--- config.mk ---
export PLATFORM = sky130hd
export DESIGN_NAME = clock_domain_importer
export DESIGN_NICKNAME = d
export VERILOG_FILES = /design/src/rtl/clock_domain_importer_pkg.sv /design/src/rtl/clock_domain_importer_sync.sv /design/src/rtl/clock_domain_importer.sv
export SDC_FILE = /design/constraint.sdc
export NUM_CORES = 1
export LEC_CHECK = 0
export BUFFER_PORTS_ARGS = -buffer_cell sky130_fd_sc_hd__buf_2
export CAP_MARGIN = 20
export CELL_PAD_IN_SITES_DETAIL_PLACEMENT = 1
export CELL_PAD_IN_SITES_GLOBAL_PLACEMENT = 2
export CORE_UTILIZATION = 27
export DETAILED_ROUTE_END_ITERATION = 10
export PLACE_DENSITY_LB_ADDON = 0.1
export SETUP_SLACK_MARGIN = 0.05
export SYNTH_ARGS = -nofsm -noshare
export SYNTH_HDL_FRONTEND = slang
export SYNTH_SLANG_ARGS = --single-unit
--- constraint.sdc ---
create_clock -name clk -period 1.4 [get_ports clk]
set_input_delay 0.28 -clock clk [delete_from_list [all_inputs] [get_ports clk]]
set_output_delay 0.28 -clock clk [all_outputs]
set_load 0.03 [all_outputs]
--- src/rtl/clock_domain_importer_pkg.sv ---
`default_nettype none
// ============================================================================
// Module      : clock_domain_importer_pkg
// Description : Shared types and defaults for the toggle-handshake crossing.
// Revision    : 1.0 - initial release
// ============================================================================
package clock_domain_importer_pkg;

    localparam int pClockDomainBits       = 8;
    localparam int pClockDomainSyncStages = 2;

    // Source-domain bundle: data is held stable from the req toggle until ack returns.
    typedef struct packed {
        logic [pClockDomainBits-1:0] data;
        logic                        req;
    } iClockDomain_Exp;

    typedef struct packed {
        logic ack;
    } iClockDomain_Imp;

endpackage
`default_nettype wire

--- src/rtl/clock_domain_importer_sync.sv ---
`default_nettype none
// ============================================================================
// Module      : clock_domain_sync
// Description : N-stage single-bit synchronizer with synchronous reset.
// Revision    : 1.0 - initial release
// ============================================================================
module clock_domain_sync #(
    parameter int STAGES = 2
) (
    input  logic clk,
    input  logic rst,
    input  logic i_d,
    output logic o_q
);

    if (STAGES < 2) begin : g_stage_check
        $error("clock_domain_sync: STAGES must be at least 2");
    end

    logic [STAGES-1:0] r_sync;

    always_ff @(posedge clk) begin
        if (rst) begin
            r_sync <= '0;
        end else begin
            r_sync <= {r_sync[STAGES-2:0], i_d};
        end
    end

    assign o_q = r_sync[STAGES-1];

endmodule
`default_nettype wire

--- src/rtl/clock_domain_importer.sv ---
`default_nettype none
// ============================================================================
// Module      : clock_domain_importer
// Description : Destination side of the toggle-handshake crossing; captures the
//               bundled word, toggles ack, presents it on valid/ready.
// Revision    : 1.0 - initial release
// ============================================================================
module clock_domain_importer
    import clock_domain_importer_pkg::*;
#(
    parameter int pBits       = pClockDomainBits,
    parameter int pSyncStages = pClockDomainSyncStages
) (
    input  logic             clk,
    input  logic             rst,
    input  iClockDomain_Exp  cd_e,
    output iClockDomain_Imp  cd_i,
    output logic             valid,
    output logic [pBits-1:0] data,
    input  logic             ready
);

    localparam logic [0:0] c_EMPTY = 1'b0;
    localparam logic [0:0] c_FULL  = 1'b1;

    if (pBits != pClockDomainBits) begin : g_width_check
        $error("clock_domain_importer: pBits must match the package word width");
    end

    logic [0:0]       r_state;
    logic             r_ack;
    logic [pBits-1:0] r_data;
    logic             w_req_s;
    logic             w_pending;
    logic             w_capture;
    logic             w_consume;

    clock_domain_sync #(
        .STAGES (pSyncStages)
    ) u_req_sync (
        .clk (clk),
        .rst (rst),
        .i_d (cd_e.req),
        .o_q (w_req_s)
    );

    assign w_pending = w_req_s ^ r_ack;
    // A full register only takes a new word when the current one leaves this edge,
    // so a stalled consumer withholds ack and backpressures the exporter.
    assign w_capture = w_pending && ((r_state == c_EMPTY) || ready);
    assign w_consume = (r_state == c_FULL) && ready;

    always_ff @(posedge clk) begin
        if (rst) begin
            r_state <= c_EMPTY;
            r_ack   <= 1'b0;
            r_data  <= '0;
        end else if (w_capture) begin
            r_state <= c_FULL;
            r_ack   <= ~r_ack;
            r_data  <= cd_e.data;
        end else if (w_consume) begin
            r_state <= c_EMPTY;
        end
    end

    assign cd_i.ack = r_ack;
    assign valid    = (r_state == c_FULL);
    assign data     = r_data;

endmodule
`default_nettype wire
==> metrics.md, run 1 <==
| Metric | Value |
|---|---|
| Status | complete, no violations |
| Met2 global-route usage | 15.4% |
| Grt total ovfl | 0 |
| WHS | about 0.23 ns |
| Clk root buf | clkbuf_4 |
| Met1 Use GR | 11.8% |
| RSZ-0062 raised after global routing | no |
| Worst setup EP type | output pin |
| Busiest metal layer after global routing | met2 |
| Post-synthesis sequential area ratio | ~48% |
| Post-DRT Antenna Nets | 0 |
| Worst Max-Slew Pin Slew | 0.315 ns |
| Initial antenna violation count | 0 |
| 1st-pass router iterations | 4 |
| CP max FO | 2 |
| Number of post-CTS setup repair buffers | 0 |
| CTS tree | yes |
| Hold Startpoint | cd_e[0] |
| Avg Inst Size Synth | approximately 11 um2 |
| Die footprint | 2030 um2 |
| Synth Register Bits | 12 |
| Slew margin rel. | 78.9% |
| Post-synthesis cell type count | 11 |
| Synthesized area | 502 um2 |
| Avg WL per Cell | 9.35 um |
| Total clock sinks | 12 |
| Core box area | 1730 um2 |
| Die width | between 40 and 50 um |
| Vias in the first global route | around 330 |
| Final wirelength | 870 um |
| Crit Reg-Reg Startpoint | cd_i$_SDFFE_PP0P_ |
| Placer Congestion | 0.610 |
| Clock latency on the worst-skew pair | 0.26 ns |
| Cell Chain, Critical Path | buf_2 |
| Critical path class | reg -> out |
| Post-layout minimum cycle time | 1.12 ns |
| Warnings, synthesis | 0 |
| Vias per cell | 4.04 |
| Worst flop-to-flop path endpoint | data[3]$_SDFFE_PP0P_ |
| Leak | between 0.0003 and 0.0004 uW |
| Share of layout cells above drive strength 1 | a little under two fifths |
| Site row count | 15 |
| VDD IR-drop max | 0.427 mV |
| Hold crit path type | in -> reg |
| F_max | 894 MHz |
| Worst-case clock buffer depth | 2 |
| Fillers | 210 |
| Via count | around 380 |
| Largest net degree at the start of global routing | 21 |
| Final hold violation count | 0 |
| Boundary pin count | 22 |
| Syn Inst Count | 47 |
| Num CTS Buffers | 3 |
| Max-Cap Viols | 0 |
| Buf+Inv Stages, Crit Path | 1 |
| CP required | 1.12 ns |
| Most frequent cells in the layout | buf_2 (21), nand2b_1 (16), dfxtp_1 (12) |
| Post-route cell area | approximately 650 um2 |
| CP startpoint kind | flop |
| Grt met3 use | 3.60% |
| Pwr per Cell Area | between 1000 and 1500 nW/um2 |
| DRC | 0 |
| Worst r2r path cells | 3 |
| Worst clock skew | around 0.0011 ns |
| Port bufs | 21 |
| # diodes | 0 |
| Worst R2R Setup Slack | between 0.2 and 0.3 ns |
| Starting DRC count in detailed routing | 6 |
| Crit-path slowest cell | dfxtp_1 |
| Clk slew on worst S/H paths | around 0.070 ns |
| Placed cell area | 619 um2 |
| Most common cell after layout, fill and taps aside | buf_2 |
| Final setup viols | 0 |
| Finished Core Util | ~37% |
| CP max stage delay | 0.37 ns |
| Setup TNS | 0 ns |
| Period utilisation layout | between 70% and 80% |
| P&R area growth vs syn | 28.9% |
| Global-route wire length before repair | 1410 um |
| Hold depth | 2 |
| Max-slew violation count | 0 |
| Layout net count | 82 |
| Syn nets | 59 |
| Total track usage | ~10% |
| Critical Path AT | 0.84 ns |
| Initial core utilization | 29.1% |
| Die height | 45.1 um |
| Worst Hold End | u_req_sync.r_sync[0]$_SDFF_PP0_ |
| Top Family by Delay on Critical Path | flip-flops |
| H-tree Lvls | 1 |
## cells by family after synthesis
kind of cell	after synthesis	share of synthesized area [%]
xor+xnor	1	1.75
simple gates	21	27.7
compound gates	1	0.997
mux	9	18.0
flops	12	47.9
buf+inv	3	3.74
## flip-flops by register name, indices dropped and copies added (netlist names)
name / count
data: 8
valid: 1
u_req_sync.r_sync: 2
cd_i: 1
## cell type report
class / instances / area [um2] / area share, %
tap: 25 / 31.3 / 4.84
timing repair buffer: 21 / 105 / 16.2
sequential: 12 / 240 / 37.1
multi-input combinational: 32 / 248 / 38.3
clock buffer: 3 / 22.5 / 3.48
## synth_stat cells
cell | number | area share, %
nor2_1 | 1 | 0.75
mux2i_1 | 9 | 18
buf_6 | 1 | 2.2
xnor2_1 | 1 | 1.7
nand2b_4 | 1 | 2.7
a21oi_1 | 1 | 1.0
nand2b_1 | 16 | 20
dfxtp_1 | 12 | 48
nor2b_2 | 1 | 1.7
nor2b_1 | 2 | 2.5
clkbuf_1 | 2 | 1.5
## power breakdown
group / total, uW / switching (uW) / leakage (uW) / internal, uW
logic: 110 / 61.4 / 0.000188 / 48.6
registers: 367 / 8.93 / 0.0000981 / 358
clock network: 203 / 104 / 0.0000138 / 99.1
## timing repair
item                                    in CTS  in global routing
endpoints found under the setup margin       0                  6
gates resized for setup                      0                  1
hold buffers                                 0                  0
## worst max path at each step
| stage | startpoint | endpoint | depth (start not counted) |
|---|---|---|---|
| 2_1_floorplan | cd_i$_SDFFE_PP0P_ | data[0]$_SDFFE_PP0P_ | 4 |
| 3_3_place_gp | ready | data[3]$_SDFFE_PP0P_ | 4 |
| 3_5_place_dp | ready | data[3]$_SDFFE_PP0P_ | 4 |
| 4_1_cts | cd_i$_SDFFE_PP0P_ | data[3]$_SDFFE_PP0P_ | 3 |
| 5_1_grt | cd_i$_SDFFE_PP0P_ | data[1]$_SDFFE_PP0P_ | 3 |
| 6_report | valid$_SDFFE_PP0P_ | valid | 1 |
## metrics by stage
step           instances  power [uW]  worst slack [ns]
2_1_floorplan         47         454             0.233
3_3_place_gp          90         486             0.108
3_5_place_dp          90         486             0.101
4_1_cts               93         695             0.104
5_1_grt               93         732             0.172
6_report              93         680             0.281
## per-layer routing
layer | up-vias | share of wire (%)
met1 | 172 | 47
met2 | 12 | 47
met4 | 0 | 0
met3 | 0 | 5.9
met5 | - | 0
li1 | 192 | -
Power figures use the tool's default switching activity.
==> run 2, diff against run 1 <==
- CORE_UTILIZATION: 27 -> 23
- clock period: 1.4 -> 1 ns (I/O delays scaled with it)
==> metrics.md, run 2 (synthesized netlist as in run 1, its figures left out) <==
| Metric | Value |
|---|---|
| Largest net degree at the start of global routing | 21 (unchanged) |
| Die height | 48.7 um (+8.0%) |
| Via count | 407 (+8.2%) |
| Most common cell after layout, fill and taps aside | nand2b_1 |
| Global-route wire length before repair | 1770 um (+26%) |
| H-tree Lvls | 1 (unchanged) |
| Vias in the first global route | 418 (+26%) |
| Max-Cap Viols | 0 (unchanged) |
| Hold crit path type | in -> reg |
| Finished Layout Cells | 104 (+12%) |
| Post-layout minimum cycle time | 1.08 ns |
| Total track usage | 10.1% (-0.097 points) |
| Worst Max-Slew Pin Slew | 0.284 ns (-0.0310 ns) |
| Worst-case clock buffer depth | 2 (unchanged) |
| Status | finished with violations |
| Boundary pin count | 22 (unchanged) |
| Site row count | 16 (+1) |
| F_max | 924 MHz |
| Share of layout cells above drive strength 1 | 59.7% (+22 points) |
| Total clock sinks | 12 (unchanged) |
| Initial antenna violation count | 0 (unchanged) |
| DRC | 0 (unchanged) |
| Clock latency on the worst-skew pair | 0.27 ns (about the same) |
| Grt total ovfl | 0 (unchanged) |
| Core box area | 2000 um2 (+16%) |
| P&R area growth vs syn | 63.8% |
| Initial core utilization | 25.1% (-4.0 points) |
| Fin worst setup slack | -0.0820 ns (-0.363 ns) |
| # diodes | 0 (unchanged) |
| Layout net count | 90 (+9.8%) |
| Die footprint | 2370 um2 (+17%) |
| Worst R2R Setup Slack | -0.08 ns (-0.37 ns) |
| 1st-pass router iterations | 3 (-1) |
| VDD IR-drop max | 0.481 mV (+13%) |
| CP startpoint kind | flop |
| Worst clock skew | 0.00633 ns (+0.00525 ns) |
| Final wirelength | 1070 um (+23%) |
| Leak | 0.000354 uW (+18%) |
| Most frequent cells in the layout | nand2b_1 (16), buf_6 (14), buf_2 (11) |
| Vias per cell | 3.91 (-3.2%) |
| CP required | 1.19 ns (+0.07 ns) |
| Final setup viols | 9 (+9) |
| RSZ-0062 raised after global routing | yes |
| Largest register FFs | 8 (unchanged) |
| Final hold violation count | 0 (unchanged) |
| CP max FO | 4 (+2) |
| Num CTS Buffers | 3 (unchanged) |
| Clk slew on worst S/H paths | 0.08 ns (about the same) |
| Setup TNS | -0.573 ns (-0.573 ns) |
| Placer Congestion | 0.639 (+4.8%) |
| Post-DRT Antenna Nets | 0 (unchanged) |
| Clk root buf | clkbuf_4 |
| Die width | 48.7 um (+8.0%) |
| Worst setup EP type | flop |
| Fillers | 230 (+9.5%) |
| Cells after DPL | 96 (+6.7%) |
| Avg WL per Cell | 10.3 um (+10%) |
| Slew margin rel. | 81.1% (+2.2 points) |
| Starting DRC count in detailed routing | 1 (-5) |
| Critical Path AT | 1.27 ns (+0.43 ns) |
| Critical path class | reg -> reg |
| Pwr per Cell Area | 1270 nW/um2 (+21%) |
| Period utilisation layout | 108% |
| CTS tree | yes |
| Port bufs | 21 (unchanged) |
| Violated checks | setup timing |
| Max-slew violation count | 0 (unchanged) |
## run 2: layout make-up
type	count	area, um2	area share, %
sequential	12	258	31.4
timing repair buffer	29	243	29.5
clock inverter	1	3.75	0.457
multi-input combinational	32	262	31.8
clock buffer	3	22.5	2.74
tap	27	33.8	4.11
## run 2: timing repair
item	CTS	global route
endpoints found under the setup margin	18	18
hold buffers	0	0
gates cloned	0	0
gates resized for setup	31	3
setup buffers	1	3
pin swaps	0	2
## run 2: metrics by stage
step | util, % | setup WS (ns) | instance area, um2 | total power (uW) | hold WS [ns]
after floorplan | - | -0.00171 | 517 | 636 | 0.328
after global placement | 33.3 | -0.0270 | 667 | 691 | 0.420
after detailed placement | 33.3 | -0.0113 | 667 | 692 | 0.420
after CTS | 39.2 | -0.0857 | 785 | 1050 | 0.125
after global routing | 41.1 | -0.143 | 822 | 1120 | 0.123
final | 41.1 | -0.0820 | 822 | 1040 | 0.133
## run 2: routing by layer
metal / track usage [%] / vias up / wire length, um
met3: 3.14 / 0 / 73
met4: 5.88 / 0 / 0
met2: 15.5 / 15 / 518
li1: - / 207 / -
met1: 12.2 / 185 / 479
met5: 0 / - / 0
## run 2: path summary, 6_finish.rpt
path / depth (start not counted) / start / to
min: 2 / cd_e[0] / u_req_sync.r_sync[0]$_SDFF_PP0_
min reg2reg: 1 / u_req_sync.r_sync[0]$_SDFF_PP0_ / u_req_sync.r_sync[1]$_SDFF_PP0_
max: 4 / cd_i$_SDFFE_PP0P_ / data[3]$_SDFFE_PP0P_
max reg2reg: 4 / cd_i$_SDFFE_PP0P_ / data[3]$_SDFFE_PP0P_
## run 2: critical path, cell delays in order (launching register included)
cell and delay, ns:
dfxtp_4 0.36, xnor2_2 0.14, nor2b_2 0.17, buf_6 0.15, mux2i_1 0.18
## run 2: report_power, final
part / internal, uW / leakage [uW] / switching, uW
clock network: 144 / 0.0000154 / 164
logic: 120 / 0.000236 / 97.1
registers: 502 / 0.000103 / 17.5
